$ cat src/rtl/store_merge_unit_pkg.sv
// rtl/store_merge_unit_pkg.sv - shared encodings, state type and alignment helper for the store merge unit
//
// Purpose: common definitions imported by store_merge_unit and store_lane_merge.
// Contents:
//   SIZE_BYTE/HALF/WORD/RSVD  request size encodings
//   smu_state_t               sequencer states
//   is_misaligned()           size/low-address legality check

package store_merge_unit_pkg;

  localparam logic [1:0] SIZE_BYTE = 2'b00;
  localparam logic [1:0] SIZE_HALF = 2'b01;
  localparam logic [1:0] SIZE_WORD = 2'b10;
  localparam logic [1:0] SIZE_RSVD = 2'b11;

  typedef enum logic [1:0] {
    ST_IDLE    = 2'd0,
    ST_RD_REQ  = 2'd1,
    ST_RD_WAIT = 2'd2,
    ST_WRITE   = 2'd3
  } smu_state_t;

  // Reserved size is always rejected; bytes can sit on any lane.
  function automatic logic is_misaligned(input logic [1:0] size, input logic [1:0] addr_lo);
    case (size)
      SIZE_BYTE: is_misaligned = 1'b0;
      SIZE_HALF: is_misaligned = addr_lo[0];
      SIZE_WORD: is_misaligned = (addr_lo != 2'b00);
      default:   is_misaligned = 1'b1;
    endcase
  endfunction

endpackage

$ cat src/rtl/store_merge_unit_lane_merge.sv
// rtl/store_merge_unit_lane_merge.sv - combinational byte/half lane insertion into a read word
//
// Purpose: little-endian merge of store data into the word read back from memory.
// Ports:
//   old_word  in  32  word read from memory
//   data      in  16  low half of the store operand (upper operand bits never matter)
//   size      in  2   SIZE_BYTE or SIZE_HALF (anything else treated as byte)
//   lane      in  2   byte address within the word
//   merged    out 32  word to write back

module store_lane_merge
  import store_merge_unit_pkg::*;
(
  input  logic [31:0] old_word,
  input  logic [15:0] data,
  input  logic [1:0]  size,
  input  logic [1:0]  lane,
  output logic [31:0] merged
);

  always_comb begin
    merged = old_word;
    if (size == SIZE_HALF) begin
      if (lane[1]) merged[31:16] = data;
      else         merged[15:0]  = data;
    end else begin
      merged[{lane, 3'b000} +: 8] = data[7:0];
    end
  end

endmodule

$ cat src/rtl/store_merge_unit.sv
// rtl/store_merge_unit.sv - sub-word store narrowing via read-modify-write on a byte-enable-less memory
//
// Purpose: accepts a store request, writes words directly and performs read/merge/write for
// bytes and halfwords. Misaligned or reserved-size requests are rejected without memory traffic;
// a read that never returns within RD_TIMEOUT wait cycles is abandoned with an error pulse.
// Ports:
//   clk, rst_n                clock, asynchronous active-low reset
//   req_valid/req_ready       request handshake (req_ready registered)
//   req_addr/req_data/req_size  byte address, operand, size (00 byte, 01 half, 10 word)
//   mem_addr                  word-aligned address, held for the whole operation
//   mem_rd_en                 one-cycle read strobe
//   mem_rd_data/mem_rd_valid  read return (only honoured while waiting for it)
//   mem_wr_en/mem_wr_data     one-cycle write strobe and merged word
//   done/misaligned/error     one-cycle completion / rejection / read-timeout pulses

module store_merge_unit
  import store_merge_unit_pkg::*;
#(
  parameter int ADDR_WIDTH = 32,
  parameter int RD_TIMEOUT = 15
) (
  input  logic                  clk,
  input  logic                  rst_n,
  input  logic                  req_valid,
  output logic                  req_ready,
  input  logic [ADDR_WIDTH-1:0] req_addr,
  input  logic [31:0]           req_data,
  input  logic [1:0]            req_size,
  output logic [ADDR_WIDTH-1:0] mem_addr,
  output logic                  mem_rd_en,
  input  logic [31:0]           mem_rd_data,
  input  logic                  mem_rd_valid,
  output logic                  mem_wr_en,
  output logic [31:0]           mem_wr_data,
  output logic                  done,
  output logic                  misaligned,
  output logic                  error
);

  // Counter value seen in the last permitted wait cycle.
  localparam logic [7:0] WAIT_LAST = 8'(RD_TIMEOUT - 1);

  smu_state_t  state;
  logic [7:0]  wait_cnt;
  logic [1:0]  lane_q;
  logic [1:0]  size_q;
  logic [15:0] data_q;
  logic [31:0] merged;
  logic        accept;

  assign accept = req_valid && req_ready;

  store_lane_merge u_lane_merge (
    .old_word (mem_rd_data),
    .data     (data_q),
    .size     (size_q),
    .lane     (lane_q),
    .merged   (merged)
  );

  always_ff @(posedge clk or negedge rst_n) begin
    if (!rst_n) begin
      state       <= ST_IDLE;
      wait_cnt    <= '0;
      lane_q      <= '0;
      size_q      <= '0;
      data_q      <= '0;
      req_ready   <= 1'b0;
      mem_addr    <= '0;
      mem_rd_en   <= 1'b0;
      mem_wr_en   <= 1'b0;
      mem_wr_data <= '0;
      done        <= 1'b0;
      misaligned  <= 1'b0;
      error       <= 1'b0;
    end else begin
      mem_rd_en  <= 1'b0;
      mem_wr_en  <= 1'b0;
      done       <= 1'b0;
      misaligned <= 1'b0;
      error      <= 1'b0;
      case (state)
        ST_IDLE: begin
          req_ready <= 1'b1;
          if (accept) begin
            if (is_misaligned(req_size, req_addr[1:0])) begin
              // Rejected requests leave the unit ready for the next one.
              misaligned <= 1'b1;
            end else begin
              req_ready <= 1'b0;
              mem_addr  <= {req_addr[ADDR_WIDTH-1:2], 2'b00};
              lane_q    <= req_addr[1:0];
              size_q    <= req_size;
              data_q    <= req_data[15:0];
              if (req_size == SIZE_WORD) begin
                mem_wr_data <= req_data;
                mem_wr_en   <= 1'b1;
                done        <= 1'b1;
                state       <= ST_WRITE;
              end else begin
                mem_rd_en <= 1'b1;
                state     <= ST_RD_REQ;
              end
            end
          end
        end
        ST_RD_REQ: begin
          wait_cnt <= '0;
          state    <= ST_RD_WAIT;
        end
        ST_RD_WAIT: begin
          // A return in the final wait cycle still completes the store.
          if (mem_rd_valid) begin
            mem_wr_data <= merged;
            mem_wr_en   <= 1'b1;
            done        <= 1'b1;
            state       <= ST_WRITE;
          end else if (wait_cnt == WAIT_LAST) begin
            error     <= 1'b1;
            req_ready <= 1'b1;
            state     <= ST_IDLE;
          end else begin
            wait_cnt <= wait_cnt + 8'd1;
          end
        end
        ST_WRITE: begin
          req_ready <= 1'b1;
          state     <= ST_IDLE;
        end
        default: state <= ST_IDLE;
      endcase
    end
  end

endmodule
$ cat config.mk
export PLATFORM = sky130hd
export DESIGN_NAME = store_merge_unit
export DESIGN_NICKNAME = d
export VERILOG_FILES = /design/src/rtl/store_merge_unit_pkg.sv /design/src/rtl/store_merge_unit_lane_merge.sv /design/src/rtl/store_merge_unit.sv
export SDC_FILE = /design/constraint.sdc
export NUM_CORES = 1
export LEC_CHECK = 0
export ABC_AREA = 1
export CAP_MARGIN = 20
export CORE_MARGIN = 1
export CORE_UTILIZATION = 30
export CTS_CLUSTER_SIZE = 30
export DETAILED_ROUTE_END_ITERATION = 6
export PLACE_DENSITY = 0.61
export SYNTH_ARGS = -nofsm -noshare
export SYNTH_HDL_FRONTEND = slang
export SYNTH_HIERARCHICAL = 1
export SYNTH_SLANG_ARGS = --single-unit
$ cat constraint.sdc
create_clock -name clk -period 4.9 [get_ports clk]
set_clock_uncertainty 0.2 [all_clocks]
set_input_delay 0.735 -clock clk [delete_from_list [all_inputs] [get_ports clk]]
set_output_delay 0.735 -clock clk [all_outputs]
set_load 0.05 [all_outputs]
==> results.py <==
metrics = {
    "global_route": {
        "grt_use_total_pct": 19.4,
        "initial_antenna_violation_count": 4,
        "grt_max_degree": 67,
        "first_global_vias": 5614,
        "grt_first_pass_wirelength_mm": 30.3,
        "grt-ovfl-total": 0,
    },
    "cts": {
        "worst_case_clock_buffer_depth": 2,
        "clk_pin_slew_worst_paths_ns": 0.07,
        "postCtsSetupBuffers": 0,
        "cts_inserted_buffers": 9,
        "clk_root_buffer_cell": "sky130_fd_sc_hd__clkbuf_16",
        "clock-sinks": 97,
        "cts_resized": 0,
        "cts.hold.buffers_added": 0,
        "h-tree-depth": 3,
        "tritoncts": "built",
        "worstSkewPairLatency_ns": 0.36,
    },
    "pwr": {
        "power_density_nw_per_um2": 662,
        "ir_worst_vdd_v": 0.000345,
        "clock_power_share_pct": 14.4,
        "share_seq_of_total_power_pct": 26.9,
        "power.switching_mw": 2.71,
        "pwr-share-comb_pct": 58.7,
        "swShare_pct": 51.6,
        "leakagePower_nw": 4.00,
        "p_int_mw": 2.54,
    },
    "finish": {
        "layout_commonest_cell": "sky130_fd_sc_hd__nand2_1",
        "mostFrequentLayoutCells": "398 x sky130_fd_sc_hd__nand2_1, 168 x sky130_fd_sc_hd__clkdlybuf4s50_1, 97 x sky130_fd_sc_hd__dfrtp_1, 75 x sky130_fd_sc_hd__nor2_1, 69 x sky130_fd_sc_hd__nand3_1",
        "layout.cells.non_filler": 1287,
        "drive_gt1_share_pct": 5.37,
        "fillCellCount": 2006,
        "finalNetCount": 1128,
        "layout-area-overhead-vs-synth_pct": 36.0,
    },
    "placement": {
        "numPortBuffers": 169,
        "post-dp-hpwl_mm": 13.0,
        "globalplace.congestion": 0.863,
        "dp_cells": 1268,
    },
    "hold_path": {
        "min-delay-path-class": "primary input to async pin",
    },
    "logic_synthesis": {
        "synthDistinctLibCells": 33,
        "synthesis.yosys.warnings": 6,
        "synth.top_cell.area_share_pct": 41.5,
        "synth.ff_latch_count": 97,
        "synth.area.top_cells": "sky130_fd_sc_hd__dfrtp_1 42%, sky130_fd_sc_hd__nand2_1 26%, sky130_fd_sc_hd__nand3_1 5.9%",
        "post_synth_instance_area_um2": 5840,
        "ys_seq_area_share_pct": 41.5,
        "syn_avg_cell_area_um2": 6.66,
        "netlist_instances": 877,
        "yosys.area.top_type": "sky130_fd_sc_hd__dfrtp_1",
    },
    "sta": {
        "rsz0062_at_grt": "false",
        "totalNegativeSetupSlack_ns": 0,
        "worstMarginPinSlew_ns": 0.887,
        "setup_viol": 0,
        "slew_viol_final": 0,
        "slew_headroom_pct": 40.9,
        "period_needed_ns": 2.93,
        "max_clock_freq_mhz": 342,
        "final_critical_path_share_of_the_clock_period_pct": 59.7,
        "hold_viol": 0,
    },
    "routing": {
        "ant_nets": 0,
        "remaining_drc_errors": 0,
        "first_iter_violations": 370,
        "totalWireLength_mm": 18.6,
        "dr_total_vias": 5865,
        "drt_pre_antenna_iters": 5,
        "drt-wirelength-per-cell_um": 14.5,
        "drt-vias-per-instance": 4.56,
    },
    "die": {
        "die_x_um": 142,
        "die_area_um2": 20000,
        "floorplan.initialDensity_pct": 30.9,
        "die-height_um": 142,
        "rows": 50,
        "core_um2": 18900,
        "pin_count": 172,
    },
    "setup_path": {
        "worst_r2r_path_depth": 6,
        "worst-endpoint-arrival_ns": 3.02,
        "crit-reg2reg-launch": "state[0]$_DFFE_PN0P_",
        "cp-start-kind": "primary input",
        "required_ns": 5.00,
        "worst_setup_path_end_kind": "register",
        "critPathMaxFanout": 35,
        "rrSetupSlack_ns": 2.22,
        "r2r-end": "mem_wr_data[23]$_DFFE_PN0P_",
        "critical_path_class": "primary input to register",
    },
    "status": {
        "outcome": "finished clean",
    },
    "run": {
        "max_cap_viol_count": 0,
    },
}
==> worst max-delay path, stage by stage <==
cell and delay [ns]:
sky130_fd_sc_hd__clkdlybuf4s50_1 0.50, sky130_fd_sc_hd__inv_2 0.07, sky130_fd_sc_hd__nand2_1 0.05, sky130_fd_sc_hd__nand2_1 0.15, sky130_fd_sc_hd__nand3_2 0.52, sky130_fd_sc_hd__inv_2 0.76
sky130_fd_sc_hd__nand2_1 0.12, sky130_fd_sc_hd__nand2_1 0.10
==> flip-flops by register name, indices dropped and copies added, names as in the netlist, 2 cells and up <==
signal	cells
mem_wr_data	32
mem_addr	30
data_q	16
wait_cnt	8
lane_q	2
size_q	2
state	2
==> how the worst max path moves through the flow <==
stage | startpoint | end | slack [ns]
after floorplan | lane_q[1]$_DFFE_PN0P_ | mem_wr_data[10]$_DFFE_PN0P_ | 2.95
after global placement | req_size[1] | mem_addr[2]$_DFFE_PN0P_ | 1.70
after detailed placement | req_size[1] | mem_addr[26]$_DFFE_PN0P_ | 1.64
after CTS | req_size[1] | mem_addr[28]$_DFFE_PN0P_ | 1.99
after global routing | req_size[1] | mem_addr[25]$_DFFE_PN0P_ | 1.71
final | req_size[1] | mem_addr[13]$_DFFE_PN0P_ | 1.97
==> per-layer routing <==
metal	global-route usage, %	wire length (um)	vias to the layer above	share of wire (%)
li1	-	-	2994	-
met1	24.6	8290	2625	45
met2	30.8	8110	215	44
met3	7.19	1820	27	9.8
met4	5.94	371	4	2.0
met5	0	25	-	0.13
==> cell families (layout without fill, tap and decap cells) <==
kind of cell,after synthesis,count (layout),synth area share [%]
and+or+nand+nor,577,577,40.6
buffers and inverters,119,265,9.64
other,1,5,0.0642
DFF,97,97,41.5
AOI/OAI and AO/OA,76,76,6.64
adders and majority gates,7,7,1.50
==> layout make-up <==
| type | count | area (um2) | share of cell area [%] |
|---|---|---|---|
| Clock buffer | 13 | 260 | 3.28 |
| Multi-Input combinational cell | 662 | 2860 | 36.0 |
| Antenna cell | 3 | 7.51 | 0.0945 |
| Inverter | 73 | 279 | 3.51 |
| Timing Repair Buffer | 176 | 1740 | 21.9 |
| Clock inverter | 3 | 47.5 | 0.598 |
| Sequential cell | 97 | 2430 | 30.6 |
| Tap cell | 260 | 325 | 4.09 |
==> cells in the mapped netlist, drive strengths merged <==
cell type,n
a21oi,17
a22oi,1
and3,16
buf,33
clkbuf,13
clkinv,1
conb,1
dfrtp,97
ha,7
inv,72
nand2,400
nand3,73
nand4,2
nor2,81
nor3,2
nor4,1
o21ai,56
o21bai,2
or2,2
==> power groups by stage <==
stage               registers, mW  logic (mW)  clock network [mW]
floorplan                    2.20        1.40                   0
global placement             1.43        3.06                   0
detailed placement           1.42        3.10                   0
CTS                          1.42        3.11               0.774
global route                 1.46        3.40               0.807
finish                       1.41        3.09               0.759
==> stage by stage <==
step / setup slack (ns) / util [%] / cell area (um2) / power (mW) / hold slack [ns]
after detailed placement: 1.64 / 40.4 / 7630 / 4.51 / 0.265
final: 1.97 / 42.1 / 7950 / 5.26 / 0.270
after global placement: 1.70 / 40.4 / 7630 / 4.49 / 0.265
after CTS: 1.99 / 42.0 / 7940 / 5.30 / 0.288
after global routing: 1.71 / 42.0 / 7940 / 5.66 / 0.306
after floorplan: 2.95 / - / 5850 / 3.59 / 0.239
Note: power is estimated with default switching activity, not from simulation.
